File: src/rtl/e1_stage_pkg.sv
// Shared core definitions for the E1 stage: exception codes, stall counter
// state encoding and the exception-merge helper.
package e1_stage_pkg;

  localparam logic [4:0] EXC_INT  = 5'd0;
  localparam logic [4:0] EXC_MOD  = 5'd1;
  localparam logic [4:0] EXC_TLBL = 5'd2;
  localparam logic [4:0] EXC_TLBS = 5'd3;
  localparam logic [4:0] EXC_ADEL = 5'd4;
  localparam logic [4:0] EXC_ADES = 5'd5;
  localparam logic [4:0] EXC_IBE  = 5'd6;
  localparam logic [4:0] EXC_DBE  = 5'd7;
  localparam logic [4:0] EXC_SYS  = 5'd8;
  localparam logic [4:0] EXC_BP   = 5'd9;
  localparam logic [4:0] EXC_RI   = 5'd10;
  localparam logic [4:0] EXC_CPU  = 5'd11;
  localparam logic [4:0] EXC_OV   = 5'd12;
  localparam logic [4:0] EXC_TR   = 5'd13;

  localparam logic [7:0] STALL_MAX = 8'd255;

  typedef enum logic [0:0] {
    STALL_RUN     = 1'b0,
    STALL_STALLED = 1'b1
  } stall_state_t;

  // The earlier pipeline stage reports first, so its code wins.
  function automatic logic [4:0] merge_exc_code(input logic       d1_exc,
                                                input logic [4:0] d1_code,
                                                input logic [4:0] d2_code);
    return d1_exc ? d1_code : d2_code;
  endfunction

endpackage

File: src/rtl/e1_stall_counter.sv
// Counts consecutive held cycles of the E1 stage, saturating at STALL_MAX;
// any advancing cycle returns it to RUN with a zero count.
module e1_stall_counter
  import e1_stage_pkg::*;
(
  input  logic       clock,
  input  logic       reset,
  input  logic       en,
  output logic [7:0] count
);

  stall_state_t state;
  stall_state_t state_next;
  logic [7:0]   count_next;

  // State and count registers
  always_ff @(posedge clock) begin
    if (reset) begin
      state <= STALL_RUN;
      count <= 8'd0;
    end else begin
      state <= state_next;
      count <= count_next;
    end
  end

  // Next-state and next-count logic
  always_comb begin
    state_next = state;
    count_next = count;
    case (state)
      STALL_RUN: begin
        if (en) begin
          state_next = STALL_RUN;
          count_next = 8'd0;
        end else begin
          state_next = STALL_STALLED;
          count_next = 8'd1;
        end
      end
      STALL_STALLED: begin
        if (en) begin
          state_next = STALL_RUN;
          count_next = 8'd0;
        end else begin
          state_next = STALL_STALLED;
          count_next = (count == STALL_MAX) ? count : count + 8'd1;
        end
      end
      default: begin
        state_next = STALL_RUN;
        count_next = 8'd0;
      end
    endcase
  end

endmodule

File: src/rtl/e1_stage.sv
// E1 pipeline register: captures the issued D2 instruction, merges exceptions,
// supports stall with late operand forwarding and flush-to-bubble.
module e1_stage
  import e1_stage_pkg::*;
#(
  parameter bit FWD_HOLD = 1'b1
) (
  input  logic        clock,
  input  logic        reset,
  input  logic        D2_Issued,
  input  logic [31:0] D2_Instruction,
  input  logic [31:0] D2_RestartPC,
  input  logic        D2_IsBDS,
  input  logic [31:0] D2_Operand1,
  input  logic [31:0] D2_Operand2,
  input  logic [31:0] E1_Operand1_Fwd,
  input  logic [31:0] E1_Operand2_Fwd,
  input  logic        D2_D1Exception,
  input  logic [4:0]  D2_D1ExcCode,
  input  logic        D2_Exception,
  input  logic [4:0]  D2_ExcCode,
  input  logic [31:0] D2_BadVAddr,
  input  logic        E1_Stall,
  input  logic        E1_Flush,
  output logic        E1_D2Issued,
  output logic [31:0] E1_Instruction,
  output logic [31:0] E1_RestartPC,
  output logic [31:0] E1_BadVAddr,
  output logic        E1_IsBDS,
  output logic [31:0] E1_Operand1,
  output logic [31:0] E1_Operand2,
  output logic        E1_Exception,
  output logic [4:0]  E1_ExcCode,
  output logic [7:0]  E1_StallCount
);

  logic en;
  logic load;

  assign en   = ~E1_Stall | E1_Flush;
  assign load = en & ~E1_Flush;

  // Control state: reset to a clean bubble; a flush only needs to kill validity.
  always_ff @(posedge clock) begin
    if (reset) begin
      E1_D2Issued  <= 1'b0;
      E1_Exception <= 1'b0;
      E1_ExcCode   <= EXC_INT;
      E1_IsBDS     <= 1'b0;
      E1_RestartPC <= 32'd0;
    end else if (en) begin
      if (E1_Flush) begin
        E1_D2Issued  <= 1'b0;
        E1_Exception <= 1'b0;
      end else begin
        E1_D2Issued  <= D2_Issued;
        E1_Exception <= D2_Issued & (D2_D1Exception | D2_Exception);
        E1_ExcCode   <= merge_exc_code(D2_D1Exception, D2_D1ExcCode, D2_ExcCode);
        E1_IsBDS     <= D2_IsBDS;
      end
      // Delay-slot instructions keep the branch's PC so a restart re-runs the branch.
      if (D2_Issued && !D2_IsBDS) begin
        E1_RestartPC <= D2_RestartPC;
      end
    end
  end

  // Datapath registers carry no reset; operands may be refreshed while held.
  always_ff @(posedge clock) begin
    if (load) begin
      E1_Instruction <= D2_Instruction;
      E1_Operand1    <= D2_Operand1;
      E1_Operand2    <= D2_Operand2;
      if (D2_D1Exception) begin
        E1_BadVAddr <= D2_BadVAddr;
      end
    end else if (!en && FWD_HOLD) begin
      E1_Operand1 <= E1_Operand1_Fwd;
      E1_Operand2 <= E1_Operand2_Fwd;
    end
  end

  e1_stall_counter u_stall_counter (
    .clock (clock),
    .reset (reset),
    .en    (en),
    .count (E1_StallCount)
  );

endmodule

File: config.mk
export PLATFORM = sky130hd
export DESIGN_NAME = e1_stage
export DESIGN_NICKNAME = d
export VERILOG_FILES = /design/src/rtl/e1_stage_pkg.sv /design/src/rtl/e1_stall_counter.sv /design/src/rtl/e1_stage.sv
export SDC_FILE = /design/constraint.sdc
export NUM_CORES = 1
export LEC_CHECK = 0
export BUFFER_PORTS_ARGS = -buffer_cell sky130_fd_sc_hd__buf_2
export CORE_AREA = 2 2 163 165
export DETAILED_ROUTE_END_ITERATION = 16
export DIE_AREA = 0 0 165 167
export GPL_TIMING_DRIVEN = 0
export PLACE_DENSITY = 0.55
export SLEW_MARGIN = 30
export SYNTH_ARGS = -nofsm -noshare
export SYNTH_HDL_FRONTEND = slang
export SYNTH_SLANG_ARGS = --single-unit
File: constraint.sdc
create_clock -name clock -period 7.3 [get_ports clock]
set_input_delay 1.46 -clock clock [delete_from_list [all_inputs] [get_ports clock]]
set_output_delay 1.46 -clock clock [all_outputs]
set_load 0.05 [all_outputs]
Yosys cells after proc, flatten, opt, wreduce, memory -nomap -nowiden
Cells that the tools add are included.
W data, S select, Z words.

storage, ports and cells
  bits in registers = 177
  bits in latches = 0
  memory bits (writable) = 0
  bits in read-only memories = 0
  input port bits = 242
  logic and storage cells = 39
  memories kept = 0

operators by class
  add/sub/neg operators = 1
  $mul = 0
  divide/modulo/power cells = 0
  $lt $le $gt $ge = 0
  equality and inequality tests = 3
  shift-type cells = 0
  mux-type cells = 12
  bitwise logic cells = 7
  reductions and logical operators = 5

operators by type and width
  cell                   number
  $mux W32               4
  $mux W8                2
  $pmux W8 S2            1
  $add A8 B1 Y8 const B  1
  $eq A8 B8 Y1 const B   1
  $reduce_and A2 Y1      3
  $mux W5                1
  $mux W1                4
  $ne A3 B3 Y1 const B   1
  $not A1 Y1             3
  $and A1 B1 Y1          2
  $ne A2 B1 Y1 const B   1
  $or A1 B1 Y1           2
  $logic_and A1 B1 Y1    1
  $logic_not A1 Y1       1

Longest topological paths before layout
  depth after elaboration = 4
  depth in mapped cells = 6

Modules after synthesis
A second synthesis with hierarchy kept.

unflattened totals
  cell total of the unflattened synthesis = 428
  area total of the unflattened synthesis = 6860.3 um^2

by module, submodules not included
  module            instances  cells an instance  area an instance (um^2)  sequential area each (um^2)
  e1_stage          1          378                6394.9                   4644.5
  e1_stall_counter  1          50                 465.4                    180.2

Worst setup path before layout
OpenSTA, ideal clock, no wires.

  kind = input -> register
  start point = input E1_Stall
  end point = register E1_BadVAddr[0] (enable)
  library setup time = 0.392 ns
  arrival = 3.332 ns
  setup slack = 3.576 ns
  cell stages on the path = 5
  buffers on the path = 3
  cell sequence = buf_6 > nor2_2 > buf_4 > buf_2 > and2_1

on the way
  cells in the longest elaborated chain, start to end = 4

ends and longest elaborated chain
  what                                RTL line        text
  start, declared                     e1_stage.sv:23  input logic E1_Stall,
  $not A1 Y1                          e1_stage.sv:40  assign en = ~E1_Stall | E1_Flush;
  $or A1 B1 Y1                        e1_stage.sv:40
  $and A1 B1 Y1                       e1_stage.sv:41  assign load = en & ~E1_Flush;
  $reduce_and A2 Y1 (no source line)  n/a
  end signal, assigned                e1_stage.sv:75  E1_BadVAddr <= D2_BadVAddr;
  end, declared                       e1_stage.sv:28  output logic [31:0] E1_BadVAddr,

No other way between the ends.
A chain may end at the register's enable or synchronous reset.

Worst setup path in the final report
  start point = input E1_Flush
  end point = register E1_BadVAddr[5] (enable)

on the way
  cells in the longest elaborated chain, start to end = 3

ends and longest elaborated chain
  what                                        RTL line        text
  start, declared                             e1_stage.sv:24  input logic E1_Flush,
  $or A1 B1 Y1 or $not A1 Y1 (tied branches)  n/a
  $and A1 B1 Y1 (*)                           e1_stage.sv:41
  $reduce_and A2 Y1 (no source line) (*)      n/a

Every way passes the cells marked *; elsewhere a longest branch is shown, timed or not.

==> flow_metrics.env <==
export IMPL_clk_path_buf_depth=2
export IMPL_rsz0062_at_grt="false"
export IMPL_slew_viol_final=0
export IMPL_min_period_ns=3.39
export IMPL_power_density_nw_per_um2=260
export IMPL_final_common_cell="buf_2"
export IMPL_drc_errors=0
export IMPL_vias=5244
export IMPL_skew_ns=0.00771
export IMPL_crit_top_cell="buf_4"
export IMPL_worstSkewPairLatency_ns=0.42
export IMPL_start_util_pct=26.1
export IMPL_core_area_um2=25800
export IMPL_die_w_um=165
export IMPL_critPathKind="input port to flop"
export IMPL_yosysWarnings=0
export IMPL_viasPerCell=4.32
export IMPL_seqCellArea_um2=4820
export IMPL_cap_viol_max_count=0
export IMPL_htreeDepth=4
export IMPL_arrival_ns=3.44
export IMPL_cp_num_buf_inv=3
export IMPL_drt_met1_wl_mm=8.11
export IMPL_ant_nets=0
export IMPL_design_area_um2=9860
export IMPL_setup_viol=0
export IMPL_ys_flop_type="edfxtp_1"
export IMPL_grt_use_total_pct=14.4
export IMPL_antenna_found_initial=5
export IMPL_drive_above_1_share_pct=61.2
export IMPL_ys_async_sr_fraction_pct=0
export IMPL_top_layer="met5"
export IMPL_endpoint_kind="flop"
export IMPL_multi_input_area_um2=1750
export IMPL_port_buffers=415
export IMPL_dr_pass1_iters=4
export IMPL_hp_class="flop to flop"
export IMPL_grt_pass1_wl_mm=29.7
export IMPL_wl_per_cell_um=17.2
export IMPL_grt_ovfl_total=0
export IMPL_met3_length_mm=1.66
export IMPL_setup_slack_ns=3.91
export IMPL_dieHeight_um=167
export IMPL_ctsHoldBuffers=0
export IMPL_routed_wl_met2_mm=11.0
export IMPL_finish_net_count=1109
export IMPL_postCtsSetupBuffers=0
export IMPL_muxShareOfSynthArea_pct=11.8
export IMPL_yosys_area_share_simple_pct=7.31
export IMPL_synth_seq_area_share_pct=71.9
export IMPL_fmax_ghz=0.295
export IMPL_die_area_um2=27600
export IMPL_area_growth_pct=46.9
export IMPL_leakage_nw=4.25
export IMPL_finalHoldViolCount=0
export IMPL_clk_pin_slew_worst_paths_ns=0.07
export IMPL_place_congestion=0.823
export IMPL_syn_area_per_cell_um2=15.6
export IMPL_drt_total_wl_mm=20.9
export IMPL_cp_max_fo=41
export IMPL_synth_compound_area_share_pct=6.75
export IMPL_ys_ff_latch=177
export IMPL_syn_instance_count=431
export IMPL_clkSinkCount=177
export IMPL_finalPower_mw=2.57
export IMPL_synthAdderAreaFrac_pct=0.186
export IMPL_synth_nets=674
export IMPL_worstSetupStartpointType="input port"
export IMPL_cts_resized=0
export IMPL_ios=418
export IMPL_fin_tns_setup_ns=0
export IMPL_hpwl_mm=16.4
export IMPL_synth_enable_flop_cells=128
export IMPL_dp_slack_ns=3.01
export IMPL_fillers=2578
export IMPL_cts_buffers_inserted=17
export IMPL_synth_xor_area_share_pct=0
export IMPL_netlist_area_um2=6710
export IMPL_vdd_ir_drop_max_mv=0.141
export IMPL_worst_pin_slew_ns=0.722
export IMPL_synth_top_family_by_area="multiplexers"
export IMPL_slew_headroom_pct=51.9
export IMPL_cts_tree="built"
export IMPL_drt_iter0_drc=274
export IMPL_rows=59
export IMPL_synth_cell_type_count=36
export IMPL_grt_max_degree=53
export IMPL_place_area_um2=9240
export IMPL_root_buffer="clkbuf_16"
export IMPL_path_delay_family="simple AND/OR/NAND/NOR gates"
export IMPL_critical_path_max_stage_delay_ns=0.73
export IMPL_grt_pass1_vias=5057
export IMPL_crit_chain="buf_2 -> nor2_2 -> buf_4 -> buf_4 -> and2_2"
export IMPL_most_common_layout_cells="buf_2 (421), edfxtp_1 (128), mux2_2 (64)"
export IMPL_status="finished, final reports clean"
export IMPL_crit_slowest_cell="and2_2"
export IMPL_post_route_period_util_pct=46.4
export IMPL_critPathRequiredTime_ns=7.35
## kinds of logic (layout without fill, tap and decap cells)
logic type      Yosys count  after routing
compound gates           85             85
mux                      71             71
other cells               0              1
simple gates             68             68
buf+inv                  29            477
flops                   177            177
fa+ha+maj                 1              1
## registers in the layout, summed over array words and instances (netlist names)
register / count
E1_Instruction: 32
E1_D2Issued: 1
u_stall_counter.state: 1
u_stall_counter.count: 8
E1_Exception: 1
E1_BadVAddr: 32
E1_Operand1: 32
E1_IsBDS: 1
E1_RestartPC: 32
E1_Operand2: 32
E1_ExcCode: 5
## where the power goes
part / leakage (nW) / switching [mW] / internal, mW / total (mW)
clock: 0.301 / 0.449 / 0.497 / 0.946
combinational: 2.33 / 0.326 / 0.130 / 0.456
sequential: 1.62 / 0.0170 / 1.15 / 1.17
## layout make-up
class	count	area share (%)
diodes	1	0.0254
plain buffers	28	1.41
clock buffers	17	4.32
clock inverters	15	1.92
inverters	1	0.0635
multi-input cells	225	17.7
flip-flops and latches	177	48.9
well taps	335	4.25
repair buffers	416	21.3
## routing by layer
| metal | global-route usage, % | up-vias |
|---|---|---|
| met5 | 0 | - |
| met4 | 3.67 | 6 |
| met3 | 4.31 | 13 |
| met2 | 26.1 | 232 |
| met1 | 16.5 | 2474 |
| li1 | - | 2519 |
## worst register-to-register path, delay by kind of cell (launching register included)
kind	cells	cell delay [ns]
and+or+nand+nor	1	0.67
DFF	1	0.37
adders and majority gates	1	0.28
AOI/OAI and AO/OA	1	0.14
## stage by stage
step / util, % / hold WS, ns / std cells
6_report: 38.3 / 0.474 / 1215
5_1_grt: 38.3 / 0.494 / 1215
4_1_cts: 38.2 / 0.475 / 1214
3_5_place_dp: 35.9 / 0.466 / 1182
3_3_place_gp: 35.7 / 0.458 / 1181
2_1_floorplan: - / 0.494 / 431
## cell usage after synthesis (5+ instances only)
cell / number / area (µm²)
a21oi_1: 35 / 175
or3b_1: 28 / 245
clkbuf_1: 15 / 56.3
a211oi_1: 5 / 37.5
buf_2: 7 / 35.0
nand2_1: 6 / 22.5
o21ai_0: 39 / 195
dfxtp_1: 49 / 981
mux2i_1: 7 / 70.1
mux2_2: 64 / 721
edfxtp_1: 128 / 3840
nor2_1: 6 / 22.5
## final timing paths
kind	startpoint	endpoint	slack (ns)	cells past startpoint
max	E1_Flush	E1_BadVAddr[5]	3.91	5
min	E1_RestartPC[23]	E1_RestartPC[23]	0.47	2
max reg2reg	u_stall_counter.count[0]	u_stall_counter.count[7]	5.75	3
min reg2reg	E1_RestartPC[23]	E1_RestartPC[23]	0.47	2
Power figures use the tool's default switching activity.
